File: config.mk
export PLATFORM = sky130hd
export DESIGN_NAME = serial_adder
export DESIGN_NICKNAME = d
export VERILOG_FILES = /design/src/rtl/adder_pkg.sv /design/src/rtl/digit_adder.sv /design/src/rtl/serial_adder.sv
export SDC_FILE = /design/constraint.sdc
export NUM_CORES = 1
export LEC_CHECK = 0
export BUFFER_PORTS_ARGS = -buffer_cell sky130_fd_sc_hd__buf_2
export CAP_MARGIN = 20
export CORE_ASPECT_RATIO = 0.6
export CORE_MARGIN = 2
export CORE_UTILIZATION = 30
export CTS_BUF_LIST = sky130_fd_sc_hd__clkbuf_2
export CTS_CLUSTER_SIZE = 12
export DETAILED_ROUTE_END_ITERATION = 10
export REMOVE_ABC_BUFFERS = 1
export SLEW_MARGIN = 20
export SYNTH_ARGS = -nofsm -noshare
export SYNTH_HDL_FRONTEND = slang
export SYNTH_SLANG_ARGS = --single-unit
File: constraint.sdc
create_clock -name clk -period 1.6 [get_ports clk]
set_input_delay 0.16 -clock clk [delete_from_list [all_inputs] [get_ports clk]]
set_output_delay 0.16 -clock clk [all_outputs]
set_load 0.01 [all_outputs]
File: src/rtl/adder_pkg.sv
// adder_pkg: shared state encoding and sizing helpers for the serial adder
package adder_pkg;

    typedef enum logic [1:0] {
        IDLE = 2'd0,
        RUN  = 2'd1,
        DONE = 2'd2
    } state_e;

    function automatic int nbeats(input int width, input int digit);
        return width / digit;
    endfunction

    // Beat counter is never narrower than one bit, even for a single beat.
    function automatic int cnt_width(input int width, input int digit);
        return (width / digit) <= 1 ? 1 : $clog2(width / digit);
    endfunction

endpackage

File: src/rtl/digit_adder.sv
// digit_adder: combinational DIGIT-bit full adder slice with carry in/out
module digit_adder #(
    parameter int DIGIT = 1
) (
    input  logic [DIGIT-1:0] a_i,
    input  logic [DIGIT-1:0] b_i,
    input  logic             cin_i,
    output logic [DIGIT-1:0] sum_o,
    output logic             cout_o
);

    assign {cout_o, sum_o} = {1'b0, a_i} + {1'b0, b_i} + {{DIGIT{1'b0}}, cin_i};

endmodule

File: src/rtl/serial_adder.sv
// serial_adder: multi-cycle add/subtract, DIGIT bits per clock through a registered carry
module serial_adder
    import adder_pkg::*;
#(
    parameter int WIDTH = 8,
    parameter int DIGIT = 1
) (
    input  logic             clk,
    input  logic             rst_n,
    input  logic             in_valid,
    output logic             in_ready,
    input  logic [WIDTH-1:0] a,
    input  logic [WIDTH-1:0] b,
    input  logic             sub,
    output logic             out_valid,
    input  logic             out_ready,
    output logic [WIDTH-1:0] sum,
    output logic             carry,
    output logic             ovf
);

    localparam int NBEATS = nbeats(WIDTH, DIGIT);
    localparam int CW     = cnt_width(WIDTH, DIGIT);

    if (DIGIT < 1 || WIDTH < 2 || (WIDTH % DIGIT) != 0) begin : g_bad_params
        $error("serial_adder: WIDTH must be >= 2 and a multiple of DIGIT");
    end

    state_e           state_q, state_d;
    logic [WIDTH-1:0] a_q, a_d;
    logic [WIDTH-1:0] b_q, b_d;
    logic [WIDTH-1:0] acc_q, acc_d;
    logic [WIDTH-1:0] sum_q, sum_d;
    logic [CW-1:0]    cnt_q, cnt_d;
    logic             cy_q, cy_d;
    logic             carry_q, carry_d;
    logic             ovf_q, ovf_d;
    logic [DIGIT-1:0] dsum;
    logic             dcout;
    logic             last;

    digit_adder #(.DIGIT(DIGIT)) u_digit (
        .a_i   (a_q[DIGIT-1:0]),
        .b_i   (b_q[DIGIT-1:0]),
        .cin_i (cy_q),
        .sum_o (dsum),
        .cout_o(dcout)
    );

    assign last      = cnt_q == CW'(NBEATS - 1);
    assign in_ready  = state_q == IDLE;
    assign out_valid = state_q == DONE;
    assign sum       = sum_q;
    assign carry     = carry_q;
    assign ovf       = ovf_q;

    always_ff @(posedge clk or negedge rst_n) begin
        if (!rst_n) begin
            state_q <= IDLE;
            a_q     <= '0;
            b_q     <= '0;
            acc_q   <= '0;
            sum_q   <= '0;
            cnt_q   <= '0;
            cy_q    <= 1'b0;
            carry_q <= 1'b0;
            ovf_q   <= 1'b0;
        end else begin
            state_q <= state_d;
            a_q     <= a_d;
            b_q     <= b_d;
            acc_q   <= acc_d;
            sum_q   <= sum_d;
            cnt_q   <= cnt_d;
            cy_q    <= cy_d;
            carry_q <= carry_d;
            ovf_q   <= ovf_d;
        end
    end

    // On the final beat the low digit of each operand register still holds the
    // original top digit, so its MSB is the operand sign used for overflow.
    always_comb begin
        state_d = state_q;
        a_d     = a_q;
        b_d     = b_q;
        acc_d   = acc_q;
        sum_d   = sum_q;
        cnt_d   = cnt_q;
        cy_d    = cy_q;
        carry_d = carry_q;
        ovf_d   = ovf_q;
        case (state_q)
            IDLE: begin
                if (in_valid) begin
                    state_d = RUN;
                    a_d     = a;
                    b_d     = sub ? ~b : b;
                    cy_d    = sub;
                    cnt_d   = '0;
                    acc_d   = '0;
                end
            end
            RUN: begin
                a_d   = a_q >> DIGIT;
                b_d   = b_q >> DIGIT;
                acc_d = WIDTH'({dsum, acc_q} >> DIGIT);
                cy_d  = dcout;
                cnt_d = cnt_q + CW'(1);
                if (last) begin
                    state_d = DONE;
                    sum_d   = WIDTH'({dsum, acc_q} >> DIGIT);
                    carry_d = dcout;
                    ovf_d   = (a_q[DIGIT-1] == b_q[DIGIT-1]) & (dsum[DIGIT-1] != a_q[DIGIT-1]);
                end
            end
            DONE: begin
                if (out_ready) state_d = IDLE;
            end
            default: state_d = IDLE;
        endcase
    end

endmodule

---- After elaboration in Yosys (flattened, before gate mapping) ----
Index checks and enable logic that the tools add are counted.
storage, ports and cells
  register bits ........................... 40
  bits of input ports ..................... 21
  output and inout port bits .............. 12
  word-level logic and storage cells ...... 42
cells by class
  add/subtract/negate cells ............... 3
  equal/unequal tests ..................... 8
  muxes and demuxes ....................... 15
  bitwise operators ....................... 2
  reduce and logical (&&, ||, !) cells .... 5
operators by type and width
  operator                                                count
  one-hot mux 8 bit (2 select lines)                      3
  two-way mux 8 bit                                       4
  inverter 8 bit                                          1
  two-way mux 2 bit                                       3
  one-hot mux 2 bit (3 select lines)                      1
  one-hot mux 3 bit (2 select lines)                      1
  inequality test 2 bit (second input constant)           2
  AND reduction 2 bit                                     2
  adder 3 x 1 -> 3 bit (second input constant)            1
  == test 3 bit (second input constant)                   1
  two-way mux 3 bit                                       1
  AND reduction 3 bit                                     1
  adder 1 x 1 -> 2 bit                                    1
  adder 2 x 1 -> 2 bit                                    1
  == test 2 x 1 -> 1 bit (second input constant)          1
  == test 2 bit (second input constant)                   1
  zero test 2 bit                                         1
  inequality test 2 x 1 -> 1 bit (second input constant)  1
  one-hot mux 1 bit (2 select lines)                      1
  nonzero test 2 bit                                      1
  AND 1 bit                                               1
  == test 1 bit                                           1
  two-way mux 1 bit                                       1
  inequality test 1 bit                                   1

---- Logic depth before layout (Yosys ltp) ----
  depth in word-level cells ............... 4
  mapped depth ............................ 6
  mapped depth without buffers ............ 5

---- Modules after synthesis ----
From an unflattened synthesis, not the netlist that was laid out.
second synthesis, totals
  cells, all modules ...................... 145
  area total of the unflattened synthesis .. 1814.2 um^2
modules (own cells, without submodules)
  module        times used  cells each  area an instance (um^2)  seq. area each (um^2)
  serial_adder  1           144         1794.2                   975.9
  digit_adder   1           1           20.0                     0.0

---- Worst setup path after synthesis ----
Ideal clock, no wire load.
  kind .................................... register to register
  from .................................... reg cnt_q[0]
  to ...................................... reg sum_q[4], in the netlist sum[4]
  setup time .............................. 125 ps
  arrival ................................. 1449 ps
  required time ........................... 1475 ps
  slack ................................... 27 ps
  stages on the path, launching flop included .. 6
  path buffers ............................ 1
  period minus slack after synthesis ...... 1573 ps
  cells stage by stage .................... dfrtp_1 ha_1 ha_1 nand3b_1 buf_2 mux2_2
on the way
  word-level cells in the longest chain between the ends .. 2
RTL lines
  element                        RTL line            RTL
  from (decl)                    serial_adder.sv:34  logic [CW-1:0] cnt_q, cnt_d;
  from (signal assigned)         serial_adder.sv:74  cnt_q <= cnt_d;
  == test 3 bit                  serial_adder.sv:50  assign last = cnt_q == CW'(NBEATS - 1);
  AND reduction 2 bit (no line)  --
  to (signal assigned)           serial_adder.sv:73  sum_q <= sum_d;
  to (decl)                      serial_adder.sv:33  logic [WIDTH-1:0] sum_q, sum_d;
Every way passes these cells.
A chain may end at the register's enable or synchronous reset.

---- Worst setup path in the final report ----
  from .................................... reg cnt_q[0]
  to ...................................... reg sum_q[2], in the netlist sum[2]
The elaborated chain is that of the path after synthesis.

==> key figures <==
Critical path
  • Crit path buf inv count: 1
  • Worst Path Arrival: 1.81 ns
  • CP max-delay cell: dfrtp_1
  • RR Startpoint: cnt_q[0]$_DFFE_PN0P_
  • Kind of cell adding the most delay to the critical path: flip-flops
  • Critical path, cell by cell: ha_1 -> ha_1 -> nand3b_1 -> buf_12 -> mux2_2
  • Worst r2r dst: sum[2]$_DFFE_PN0P_
  • Setup CP Type: reg -> reg
  • CP required: 1.88 ns
  • Setup crit start kind: flop
  • R2R cell count: 5
  • WP depth: 5
  • CP max FO: 14
  • R2r setup slk: 0.07 ns
  • Crit path from: cnt_q[0]$_DFFE_PN0P_
  • Critical Path End Type: flop
  • CP endpoint: sum[2]$_DFFE_PN0P_
  • Slowest stage delay, CP: 0.43 ns
  • Cell mode on critical path: ha_1

Yosys
  • Adder-cell share of the synthesized area: 2.62%
  • Library cells used by synthesis: 29
  • XOR/XNOR Fraction of Synth Area: 4.07%
  • Syn. warnings: 0
  • Synthesis-stage register bit count: 39
  • Complex-gate fraction of the synthesized area: 18.0%
  • Sequential area share after synthesis: 56.7%
  • Post-synthesis average cell area: between 10 and 15 µm²
  • Post-Syn Area: 1720 µm²
  • Post-synthesis mux area share: 4.58%
  • Largest family of logic cells by synthesized area: compound AO/OA/AOI/OAI gates
  • Synth Instances: 155
  • Post-synthesis simple-gate area fraction: 9.67%

Cells and area
  • Final instance area: 2140 µm²
  • Most common cell after layout, fill and taps aside: dfrtp_1
  • Layout cells sized above 1: 30.6%
  • Post-layout util: between 30% and 40%
  • Fill cells: 563
  • Nets: 220
  • Antenna diode count: 0
  • Multi-input logic area: between 600 and 700 µm²
  • Register area: 977 µm²
  • Area Growth Syn to Fin: 24.4%
  • Commonest non-fill, non-tap cells in the layout: 38 x dfrtp_1, 32 x buf_2, 24 x nand2_1

Die
  • Ports: 33
  • Die ar.: 6380 µm²
  • Initial Util: 31.1%
  • Die height: 62.7 µm
  • Total core area: 5540 µm²
  • Die width: 102 µm
  • Rows: 21

Power and ir drop
  • Total power draw: 3.61 mW
  • LEAKAGE: 1.03 nW
  • Clk pwr share: ~16%
  • Pwr/cell area: about 1700 nW/µm²
  • VDD IR max: 445 µV
  • Switching Share: 35.2%
  • Logic pwr share: 39.4%
  • Total internal power: between 2 and 2.5 mW
  • Flop pwr share: 44.9%
  • Psw: roughly 1.3 mW

Timing
  • Fin. max-slew vios: 0
  • Final setup fails: 0
  • Worst-Margin Slew: around 0.49 ns
  • Fmax: 656 MHz
  • Final min period: 1.53 ns
  • Hold WS: approximately 0.066 ns
  • Clock skew: 0.0168 ns
  • Final Hold Fails: 0
  • Max-slew headroom: roughly 67%
  • Final worst path period share: a little over nine tenths
  • Final worst slack: roughly 0.075 ns
  • Unrepaired setup endpoints after global routing: false

Global routing
  • GRT Util Overall: 12.6%
  • Global-route wire length before repair: 6210 µm
  • GRT overflow: 0
  • Vias in the first global route: 1209
  • Initial antenna violation count: 0
  • Largest net degree at the start of global routing: 40

Clock network
  • Max clock buf depth: 2
  • TritonCTS buffer count: 5
  • CTS tree: built
  • CTS sink count: 39
  • Clk root buf: clkbuf_2
  • Clock slew at reported path FFs: 0.19 ns
  • H-tree depth: 2
  • Clock latency on the worst-skew pair: roughly 0.38 ns

Place
  • Port bufs: 32
  • Final estimated routing congestion in global placement: 0.737
  • Dpl ws: 0.0258 ns
  • DP Area: 2030 µm²
  • HPWL after DPL: approximately 2600 µm

Status
  • Status: complete, no violations

Drt
  • Drt wl/cell: ~14 µm
  • DR pass1 iterations: 4
  • Final wirelength: 3740 µm
  • Post-DRT Antenna Nets: 0
  • Vias per cell: 4.71
  • DRT iter0 DRCs: 53
  • Total number of vias: 1299
  • Drt drc: 0

Run
  • Max Cap Viol: 0

Hold path
  • Hold Path Class: in -> reg
==> through the flow <==
step / TNS [ns] / std cells
final: 0 / 276
after global routing: 0 / 276
after CTS: 0 / 275
after detailed placement: 0 / 265
after global placement: 0 / 265
after floorplan: -4.42 / 144
==> worst min-delay path, cell delays in order <==
cell and delay (ns):
buf_2 0.08, a22oi_1 0.05, o21ai_0 0.13
==> power groups by stage <==
stage | registers, mW | logic (mW) | clock network (mW)
after floorplan | 1.68 | 0.752 | 0
after global placement | 1.64 | 1.36 | 0
after detailed placement | 1.64 | 1.40 | 0
after CTS | 1.62 | 1.42 | 0.590
after global routing | 1.68 | 1.59 | 0.647
final | 1.62 | 1.42 | 0.566
==> synthesized netlist by cell type <==
library cell | count | share of area (%)
nand3_1 | 1 | 0.29
a2bb2oi_1 | 2 | 1.0
buf_2 | 8 | 2.3
nand2b_1 | 1 | 0.36
clkbuf_2 | 1 | 0.29
o21ai_0 | 15 | 4.4
o21bai_1 | 1 | 0.44
a221o_1 | 2 | 1.2
nand2_1 | 24 | 5.2
nor2b_1 | 3 | 1.1
ha_1 | 2 | 1.5
a32o_1 | 1 | 0.58
o221ai_1 | 5 | 2.5
a22o_1 | 8 | 4.1
nand3b_1 | 1 | 0.44
fa_1 | 1 | 1.2
xnor2_1 | 7 | 3.6
a22oi_1 | 7 | 3.1
and3_1 | 1 | 0.36
nor2_1 | 5 | 1.1
clkbuf_1 | 2 | 0.44
dfrtp_1 | 39 | 57
a21oi_1 | 1 | 0.29
mux2_2 | 7 | 4.6
nor3_1 | 1 | 0.29
or3b_1 | 1 | 0.51
inv_1 | 6 | 1.3
o32ai_1 | 1 | 0.51
xor2_1 | 1 | 0.51
==> worst min-delay path by stage <==
| stage | from | end | cells after the start |
|---|---|---|---|
| 5_1_grt | a[3] | a_q[3]$_DFFE_PN0P_ | 3 |
| 3_5_place_dp | rst_n | sum[0]$_DFFE_PN0P_ | 2 |
| 2_1_floorplan | rst_n | a_q[0]$_DFFE_PN0P_ | 0 |
| 3_3_place_gp | rst_n | sum[0]$_DFFE_PN0P_ | 2 |
| 4_1_cts | a[1] | a_q[1]$_DFFE_PN0P_ | 3 |
| 6_report | a[1] | a_q[1]$_DFFE_PN0P_ | 3 |
==> state kept, by name, indices dropped and copies added (netlist names) <==
register / cells
cy_q: 1
cnt_q: 3
acc_q: 7
a_q: 8
ovf: 1
sum: 8
b_q: 8
state_q: 2
carry: 1
==> routing by layer <==
layer,vias to the layer above,track usage [%],wire length [µm]
li1,631,-,-
met1,622,19.9,1960
met2,40,16.0,1510
met3,6,4.14,217
met4,0,3.55,46
met5,-,0,0
==> area by class of cell <==
type / instances / share of cell area (%)
flip-flops and latches: 39 / 45.6
multi-input cells: 99 / 31.6
repair buffers: 45 / 14.1
well taps: 80 / 4.67
clock buffers: 6 / 1.40
clock inverters: 1 / 1.40
inverters: 6 / 1.17
==> kinds of logic after synthesis <==
| family | after synthesis |
|---|---|
| fa+ha+maj | 3 |
| xor+xnor | 8 |
| compound gates | 43 |
| mux | 7 |
| flops | 39 |
| simple gates | 38 |
| buf+inv | 17 |
==> what timing repair did <==
item,CTS,global route
endpoints found under the setup margin,3,7
buffers inserted,0,1
gates resized for setup,1,4
hold buffers,3,0
cloned,0,0
hold endpoints to repair,41,0
(Power assumes the default switching activity.)
